File: config.mk
export PLATFORM = sky130hd
export DESIGN_NAME = alu_exec_seq
export DESIGN_NICKNAME = d
export VERILOG_FILES = /design/src/rtl/alu_exec_seq.sv
export SDC_FILE = /design/constraint.sdc
export NUM_CORES = 1
export LEC_CHECK = 0
export ABC_AREA = 1
export CAP_MARGIN = 30
export CORE_MARGIN = 1
export CORE_UTILIZATION = 54
export CTS_CLUSTER_DIAMETER = 200
export DETAILED_ROUTE_END_ITERATION = 8
export PLACE_DENSITY = 0.92
export SLEW_MARGIN = 20
export SYNTH_ARGS = -nofsm -noshare
export SYNTH_HDL_FRONTEND = slang
export SYNTH_SLANG_ARGS = --single-unit
File: constraint.sdc
create_clock -name clk -period 2.31 [get_ports clk]
set_input_delay 0.462 -clock clk [delete_from_list [all_inputs] [get_ports clk]]
set_output_delay 0.462 -clock clk [all_outputs]
set_load 0.02 [all_outputs]
File: src/rtl/alu_exec_seq.sv
// ALU decode+execute stage with valid/ready handshakes and iterative MULTU/DIVU.
// Optional feature macro: ALU_DIV_EN (adds the restoring divider and DIV state).
`ifndef NAND_F
`define NAND_F 6'h28
`endif

module alu_exec_seq #(
   parameter int unsigned WIDTH = 32
) (
   input  logic             clk,
   input  logic             rst_n,
   input  logic             in_valid,
   output logic             in_ready,
   input  logic [2:0]       aluop,
   input  logic [5:0]       funct,
   input  logic [WIDTH-1:0] a,
   input  logic [WIDTH-1:0] b,
   output logic             out_valid,
   input  logic             out_ready,
   output logic [WIDTH-1:0] result,
   output logic [WIDTH-1:0] result_hi,
   output logic             zero,
   output logic             err
);

   localparam int unsigned CW = (WIDTH > 1) ? $clog2(WIDTH) : 1;
   localparam logic [CW-1:0] CNT_LAST = CW'(WIDTH - 1);

   typedef enum logic [1:0] {
      IDLE = 2'd0,
      MUL  = 2'd1,
`ifdef ALU_DIV_EN
      DIV  = 2'd2,
`endif
      DONE = 2'd3
   } state_t;

   state_t           state, state_nx;
   logic [CW-1:0]    cnt;
   logic [WIDTH-1:0] op_b;
   logic             accept;
   logic [WIDTH-1:0] sc_res;
   logic             sc_err, dec_mul, dec_div;
   logic [WIDTH:0]   mac;

   assign in_ready  = (state == IDLE);
   assign accept    = in_valid && in_ready;
   assign out_valid = (state == DONE);
   assign zero      = out_valid && (result == '0);

   // {result_hi, result} doubles as the product shift register during MUL
   assign mac = {1'b0, result_hi} + (result[0] ? {1'b0, op_b} : '0);

`ifdef ALU_DIV_EN
   logic [WIDTH:0] dshift, dsub;
   assign dshift = {result_hi, result[WIDTH-1]};
   assign dsub   = dshift - {1'b0, op_b};
`endif

   always_comb begin
      sc_res  = '0;
      sc_err  = 1'b0;
      dec_mul = 1'b0;
      dec_div = 1'b0;
      case (aluop)
         3'b000: sc_res = a + b;
         3'b001: sc_res = a - b;
         3'b010: sc_res = a | b;
         3'b011: sc_res[0] = ($signed(a) < $signed(b));
         3'b100: sc_res = a & b;
         3'b111: begin
            case (funct)
               6'h20:   sc_res = a + b;
               6'h22:   sc_res = a - b;
               6'h24:   sc_res = a & b;
               6'h25:   sc_res = a | b;
               6'h26:   sc_res = a ^ b;
               6'h27:   sc_res = ~(a | b);
               6'h2A:   sc_res[0] = ($signed(a) < $signed(b));
               `NAND_F: sc_res = ~(a & b);
               6'h19:   dec_mul = 1'b1;
`ifdef ALU_DIV_EN
               6'h1B:   dec_div = 1'b1;
`endif
               default: sc_err = 1'b1;
            endcase
         end
         default: sc_err = 1'b1;
      endcase
   end

   always_ff @(posedge clk or negedge rst_n) begin
      if (!rst_n) state <= IDLE;
      else        state <= state_nx;
   end

   always_comb begin
      state_nx = state;
      case (state)
         IDLE: begin
            if (accept) begin
               if (dec_mul)                 state_nx = MUL;
`ifdef ALU_DIV_EN
               else if (dec_div && b != '0) state_nx = DIV;
`endif
               else                         state_nx = DONE;
            end
         end
         MUL:     if (cnt == CNT_LAST) state_nx = DONE;
`ifdef ALU_DIV_EN
         DIV:     if (cnt == CNT_LAST) state_nx = DONE;
`endif
         DONE:    if (out_ready) state_nx = IDLE;
         default: state_nx = IDLE;
      endcase
   end

   always_ff @(posedge clk or negedge rst_n) begin
      if (!rst_n) begin
         cnt       <= '0;
         op_b      <= '0;
         result    <= '0;
         result_hi <= '0;
         err       <= 1'b0;
      end else begin
         case (state)
            IDLE: begin
               if (accept) begin
                  cnt       <= '0;
                  op_b      <= b;
                  err       <= sc_err;
                  result_hi <= '0;
                  if (dec_mul) begin
                     result <= a;
`ifdef ALU_DIV_EN
                  end else if (dec_div) begin
                     if (b == '0) begin
                        result    <= '1;
                        result_hi <= a;
                        err       <= 1'b1;
                     end else begin
                        result <= a;
                     end
`endif
                  end else begin
                     result <= sc_res;
                  end
               end
            end
            MUL: begin
               cnt                 <= cnt + 1'b1;
               {result_hi, result} <= {mac, result[WIDTH-1:1]};
            end
`ifdef ALU_DIV_EN
            // result shifts dividend bits out the top and quotient bits in the bottom
            DIV: begin
               cnt <= cnt + 1'b1;
               if (!dsub[WIDTH]) begin
                  result_hi <= dsub[WIDTH-1:0];
                  result    <= {result[WIDTH-2:0], 1'b1};
               end else begin
                  result_hi <= dshift[WIDTH-1:0];
                  result    <= {result[WIDTH-2:0], 1'b0};
               end
            end
`endif
            default: ;
         endcase
      end
   end

endmodule
==> flow_summary.toml, run 1 <==
[status]
run_status = "stopped before the end"
lastStage = "5_1_grt"
firstError = "[ERROR GRT-0116] Global routing finished with congestion. Check the congestion regions in the DRC Viewer."

[yosys]
synth_edf_count = 0
syn_avg_cell_area_um2 = 6.038
synth-adder-area-share_pct = 14.11
syn_area_mm2 = 0.01347
synth_ff_type = "dfrtp_1"
synthArstFlopShare_pct = 100.0
ys_seq_area_share_pct = 19.33
netlist.area_leader.share_pct = 19.33
syn_nets = 2457
synth_area_leaders = "dfrtp_1 19%, nand2_1 16%, ha_1 14%"
synthMuxAreaShare_pct = 0
yosys.area.top_type = "dfrtp_1"
synth_top_family_by_area = "simple AND/OR/NAND/NOR gates"
yosysWarnings = 0
synth-compound-area-share_pct = 20.97
synth_cells = 2230
synth_cell_types = 52
synth-simple-area-share_pct = 32.48
yosys.area_share.xor_xnor_pct = 1.561
ys_ff_latch = 104

[floorplanning]
placementRows = 57
die_h_um = 159.9
fp.dieW_um = 159.9
start_util_pct = 55.21
pin_count = 145

[placement]
portBuffers = 144
hpwl_mm = 48.75
dpl_worst_slack_ns = -0.9091
place_congestion = 1.234

[grt]
grt_overflow = 281
grt_max_degree = 64
grt_pass1_vias = 25870
gr-usage-all-layers_pct = 82.86
grt_pass1_wl_mm = 163.3

[clocking]
cts-root-buf = "clkbuf_16"
hold_buffers = 0
htreeDepth = 3
cts.path.max_buffers = 2
cts_num_sinks = 104
cts_buffers = 9
## through the flow
stage | setup TNS (ns) | instance area (µm²) | util (%) | instances
CTS | -0.2515 | 20360 | 83.47 | 3108
floorplan | 0 | 13490 | - | 2230
global placement | -18.46 | 18450 | 75.65 | 3067
detailed placement | -25.71 | 18450 | 75.65 | 3067
## layer usage
layer  GRT overflow  global-route usage (%)
met1             11                   83.27
met2            170                   95.53
met3             23                   73.77
met4             76                   79.78
met5              1                   36.93
## cells by family after synthesis
kind of cell | Yosys count
AND/OR/NAND/NOR | 1040
AO/OA/AOI/OAI | 515
buffers and inverters | 397
adder cells (fa/ha/maj) | 150
flip-flops | 104
XOR/XNOR | 24
## Yosys cell counts (all sizes together) (5+ instances only)
master    n
a21oi   157
inv     322
nand4    29
clkbuf   45
o21ai   246
o22ai    51
o21a      5
buf      28
nor3     38
o21bai   15
xor2     18
ha      147
xnor2     6
or2       7
nor2    210
nand3   153
nor4      8
a21o     13
o211ai    7
nand2   588
dfrtp   104
## what timing repair did
action,in CTS
setup buffers,25
setup endpoints to repair,54
gates resized for setup,451
pin swaps,97
==> inputs of run 2 (changes only) <==
Settings changed: CORE_UTILIZATION 54 to 40, CTS_CLUSTER_DIAMETER 200 to unset, PLACE_DENSITY 0.92 to unset, PLACE_DENSITY_LB_ADDON set to 0.15.
Clock period 2.31 ns to 3 ns, I/O delays scaled along.
==> flow_summary.toml, run 2 <==
[status]
run_status = "finished clean"

[layout]
n_fill_cell = 3411
fin_cells = 3146
multiInputGateArea_mm2 = 0.009552
layout_commonest_cell = "nand2_1"
top_regs = "op_b (32), result (32), result_hi (32)"
most-common-layout-cells = "575 x nand2_1, 376 x buf_4, 310 x inv_1"
drive_gt1_share_pct = 18.46
num-nets-final = 2925
area_delta_synth_final_pct = 38.97
seq_area_mm2 = 0.002603

[setup_path]
cp.required_ns = 3.29
regToRegSetupSlack_ns = 0.21
critical_path_class = "in -> reg"
crit_path_end_kind = "flip-flop"
cp.arrival_ns = 3.23
cp_max_fo = 3
crit_path_start_kind = "input pin"

[placement]
dpl_worst_slack_ns = -0.4571
portBuffers = 144
dp.cells = 3128
place_congestion = 1.019
hpwl_mm = 52.39

[routing]
vias = 17050
vias_per_cell = 5.418
initialDrtViolationCount = 1282
drtAntennaViolNets = 0
wl_per_cell_um = 19.99
dr.pass1.iters = 9
drc_errors = 0
drt_wl_total_mm = 62.89

[yosys]
yosys.area.top_type = "dfrtp_1"
syn_avg_cell_area_um2 = 6.038
synth_ff_type = "dfrtp_1"
synthArstFlopShare_pct = 100.0
yosysWarnings = 0
synth_area_leaders = "dfrtp_1 19%, nand2_1 16%, ha_1 14%"
yosys.cell_count.top_type = "nand2_1"
synth_cells = 2230
netlist.area_leader.share_pct = 19.33
ys_ff_latch = 104
syn_area_mm2 = 0.01347
ys_seq_area_share_pct = 19.33
syn_nets = 2457
synth_cell_types = 52
synth_edf_count = 0
synthTopCellsByCount = "580 x nand2_1, 311 x inv_1, 224 x o21ai_0"

[grt]
grt_pass1_vias = 16190
grt_pass1_wl_mm = 94.12
antenna_found_initial = 2
grt_overflow = 0
gr-usage-all-layers_pct = 36.63
grt_max_degree = 72

[sta]
maxSlewHeadroom_pct = 58.09
timing.final.crit_share_pct = 97.93
hold_viol_final = 0
timing.fmax_mhz = 340.4
finalCriticalPeriod_ns = 2.938
grt_setup_unrepaired = "yes"
slew_violations = 0
setup_slack_ns = 0.06214
worstMarginPinSlew_ns = 0.6221
skew_ns = 0.008903
final-setup-viol-count = 0

[floorplanning]
start_util_pct = 40.97
coreArea_mm2 = 0.03287
die_h_um = 185.5
fp.dieW_um = 185.5
dieArea_mm2 = 0.03440
placementRows = 66
pin_count = 145

[clocking]
cts-root-buf = "clkbuf_16"
cts_num_sinks = 104
htreeDepth = 3
cts_tree = "yes"
insertion_delay_ns = 0.35
cts.path.max_buffers = 2
cts_buffers = 9
clk_pin_slew_ns = 0.08

[run]
cap_violations = 0

[power]
ir_drop_v = 0.0003763
power_density_mw_per_mm2 = 540.5
leakage_nw = 9.876

[worst_hold_path]
hp-class = "in -> async"
==> run 2: cell counts after synthesis <==
No cell type changed its count.
==> run 2: worst paths after layout <==
kind	from	endpoint	cells after the start
setup / recovery	b[11]	result[0]	18
hold / removal	rst_n	result_hi[0]	1
setup reg to reg	result[0]	result_hi[31]	17
hold reg to reg	op_b[31]	op_b[31]	2
max in group asynchronous	rst_n	result[30]	2
min in group clk	op_b[31]	op_b[31]	2
==> run 2: layer usage <==
metal	routed length, µm	up-vias	part of all wire, %	track usage, %
met5	0	-	0	0
met4	1970	0	3.1	11.97
met3	5687	113	9.0	6.828
met2	27100	774	43	56.97
met1	28130	7907	45	50.62
li1	-	8251	-	-
==> run 2: cell families (layout without fill, tap and decap cells) <==
group           after synthesis  after routing  synth area share [%]
compound gates              515            515                 20.97
other cells                   0              1                     0
flops                       104            104                 19.33
fa+ha+maj                   150            150                 14.11
buf+inv                     397            870                 11.55
simple gates               1040           1040                 32.48
xor+xnor                     24             24                 1.561
==> run 2: area by class of cell <==
class,instances,area share [%]
Antenna cell,1,0.01337
Clock buffer,10,1.277
Clock inverter,6,0.3878
Inverter,324,6.512
Multi-Input combinational cell,1729,51.04
Sequential cell,104,13.91
Tap cell,442,2.955
Timing Repair Buffer,530,23.90
==> run 2: where the power goes <==
part / switching, W / internal (W) / total, W
sequential: 0.000486 / 0.00197 / 0.00246
clock: 0.000598 / 0.000686 / 0.00128
combinational: 0.00386 / 0.00251 / 0.00637
==> run 2: critical path, cell delays in order <==
cell	delay, ns
clkdlybuf4s50_1	0.53
inv_1	0.11
buf_4	0.15
ha_1	0.18
inv_1	0.14
o21ai_0	0.15
buf_4	0.16
a21oi_2	0.17
nor2_1	0.08
nor2_1	0.17
nand2_2	0.11
nand4_1	0.14
nand2_1	0.07
nand2_1	0.12
nand3_2	0.10
nand3_1	0.11
nand2_1	0.07
nand2_1	0.07
==> run 2: metrics by stage <==
stage                     area, µm²  total power [W]  hold slack, ns  setup TNS (ns)  util (%)
after global routing          18710          0.01084          0.2277        -0.06334     56.94
after CTS                     18490         0.009990          0.2094               0     56.26
final                         18710          0.01011          0.1925               0     56.94
after floorplan               13470         0.005757          0.3044               0         -
after global placement        18160         0.008589          0.4659          -6.454     55.26
after detailed placement      18160         0.008674          0.4727          -7.340     55.26
==> run 2: repair_timing <==
item | in CTS | in global routing
setup buffers | 0 | 1
endpoints found under the setup margin | 5 | 25
pin swaps | 0 | 3
resized for setup | 6 | 59
cloned | 0 | 0
hold buffers | 0 | 0
No activity file was read; power rests on OpenSTA's default activity.
==> inputs of run 3 (changes only) <==
Settings changed: ABC_AREA 1 to unset, CORE_UTILIZATION 40 to 50.
==> flow_summary.toml, run 3 <==
[status]
run_status = "complete, but fails checks"
violations = "setup timing"

[floorplanning]
fp.dieW_um = 160.2
die_h_um = 160.2
start_util_pct = 51.17
placementRows = 57
dieArea_mm2 = 0.02567
coreArea_mm2 = 0.02446
pin_count = 145

[power]
power_density_mw_per_mm2 = 571.8
leakage_nw = 8.658
ir_drop_v = 0.0004169

[clocking]
insertion_delay_ns = 0.36
cts_tree = "yes"
hold_buffers = 0
htreeDepth = 3
clk_pin_slew_ns = 0.08
cts_num_sinks = 104
cts-root-buf = "clkbuf_16"
cts_buffers = 9
cts.path.max_buffers = 2

[yosys]
syn_area_mm2 = 0.01252
yosys.cell_count.top_type = "a21oi_1"
syn_avg_cell_area_um2 = 7.731
synth_cell_types = 95
synth_area_leaders = "dfrtp_1 21%, ha_1 15%, a21oi_1 6.4%"
synth_ff_type = "dfrtp_1"
synthArstFlopShare_pct = 100.0
ys_seq_area_share_pct = 20.79
yosysWarnings = 0
synth_edf_count = 0
yosys.area.top_type = "dfrtp_1"
synth_cells = 1619
ys_ff_latch = 104
netlist.area_leader.share_pct = 20.79
syn_nets = 1846
synthTopCellsByCount = "160 x a21oi_1, 155 x nand2_1, 149 x o21ai_0"

[sta]
hold_ws_ns = 0.2523
finalSetupTns_ns = -0.005211
setup_slack_ns = -0.005211
skew_ns = 0.01865
slew_violations = 0
worstMarginPinSlew_ns = 0.6723
final-setup-viol-count = 1
hold_viol_final = 0
finalCriticalPeriod_ns = 3.005
timing.fmax_mhz = 332.8
maxSlewHeadroom_pct = 55.18
timing.final.crit_share_pct = 100.2
grt_setup_unrepaired = "yes"

[setup_path]
crit_path_start_kind = "flip-flop"
critical_path_class = "reg -> reg"
crit_buf_inv = 1
cp_top_family = "compound AO/OA/AOI/OAI gates"
cp.arrival_ns = 3.24
r2r_cells = 13
cpMostUsedCell = "a21oi_2"
cp_max_fo = 18
regToRegSetupSlack_ns = -0.005
crit_path_end_kind = "flip-flop"
cpMaxStageDelayCell = "dfrtp_2"
critPathMaxStageDelay_ns = 0.44
cp_num_cells = 13
worstPathCellList = "buf_12, and2_4, fa_2, a21o_1, a21oi_2, o31ai_2, o211ai_1, a21oi_2, a31o_4, a31oi_4, a21oi_4, a2111oi_4, a21oi_1"
cp.required_ns = 3.23

[layout]
top_regs = "op_b (32), result (32), result_hi (32)"
drive_gt1_share_pct = 32.30
num-nets-final = 2343
postLayoutCellArea_mm2 = 0.01863
area_delta_synth_final_pct = 48.83
layout_commonest_cell = "buf_4"
fin_cells = 2445
most-common-layout-cells = "432 x buf_4, 154 x nand2_1, 140 x o21ai_0"
antenna_cells = 0

[worst_hold_path]
hp-class = "in -> async"

[placement]
portBuffers = 144
hpwl_mm = 38.53
place_congestion = 1.016
dp.cells = 2407
dpl_cell_area_mm2 = 0.01715
dpl_worst_slack_ns = -0.9188

[routing]
drtAntennaViolNets = 0
dr.pass1.iters = 6
vias_per_cell = 6.145
drt_wl_total_mm = 50.30
vias = 15030
initialDrtViolationCount = 1789
drc_errors = 0
wl_per_cell_um = 20.57

[grt]
grt_pass1_vias = 14420
antenna_found_initial = 1
gr-usage-met1_pct = 51.64
grt_max_degree = 52
use_met2_pct = 58.12
grt_overflow = 0
busiest_layer = "met2"
grt_pass1_wl_mm = 77.16
gr-usage-all-layers_pct = 37.87
met3_usage_pct = 8.779

[run]
cap_violations = 0
-- run 3: cell types whose count changed in the layout (fill, tap and decap cells not counted), sizes merged, moves of 66 or more --
cell   delta
nand3   -126
o21ai    -90
nand2   -433
inv     -222
buf      +66
nor2     -97
-- run 3: per-stage QoR --
| step | utilization (%) | power, W |
|---|---|---|
| 6_report | 76.15 | 0.01065 |
| 4_1_cts | 74.44 | 0.01027 |
| 5_1_grt | 76.15 | 0.01125 |
| 2_1_floorplan | - | 0.005941 |
| 3_5_place_dp | 70.09 | 0.008881 |
| 3_3_place_gp | 70.09 | 0.008703 |
-- run 3: layout make-up --
| cell class | instances | area [µm²] |
|---|---|---|
| clock buffer | 10 | 229.0 |
| clock inverter | 6 | 61.31 |
| fill | 1840 | 5833 |
| inverter | 104 | 402.9 |
| multi-input combinational | 1307 | 10110 |
| sequential | 104 | 2604 |
| tap | 324 | 405.4 |
| timing repair buffer | 590 | 4821 |
-- run 3: kinds of logic after synthesis --
kind of cell / after synthesis / share of synthesized area [%]
AOI/OAI and AO/OA: 622 / 33.09
and+or+nand+nor: 442 / 16.65
buffers and inverters: 208 / 7.577
adders and majority gates: 150 / 15.17
DFF: 104 / 20.79
xor gates and xnor gates: 72 / 5.038
muxes: 21 / 1.679
-- run 3: power breakdown --
group,internal [W],switching (W)
registers,0.00197,0.000488
logic,0.00314,0.00387
clock network,0.000586,0.000599
-- run 3: worst paths after layout --
kind                            startpoint             to
min in group clk                   op_b[0]        op_b[0]
worst min-delay path                 rst_n  result_hi[23]
worst max-delay path             result[0]  result_hi[31]
max in group asynchronous            rst_n  result_hi[20]
worst max register to register   result[0]  result_hi[31]
worst min register to register     op_b[0]        op_b[0]
-- run 3: timing repair --
item                                   4_1_cts  5_1_grt
endpoints found under the hold margin        0        0
gates resized for setup                    200      108
setup endpoints to repair                   36       34
pin swaps                                   54       48
setup buffers                               15        8
-- run 3: per-layer routing --
layer  vias up  routed length (µm)
li1       6891                   -
met1      7045               20970
met2       928               21650
met3       159                5938
met4         2                1723
met5         -                  13
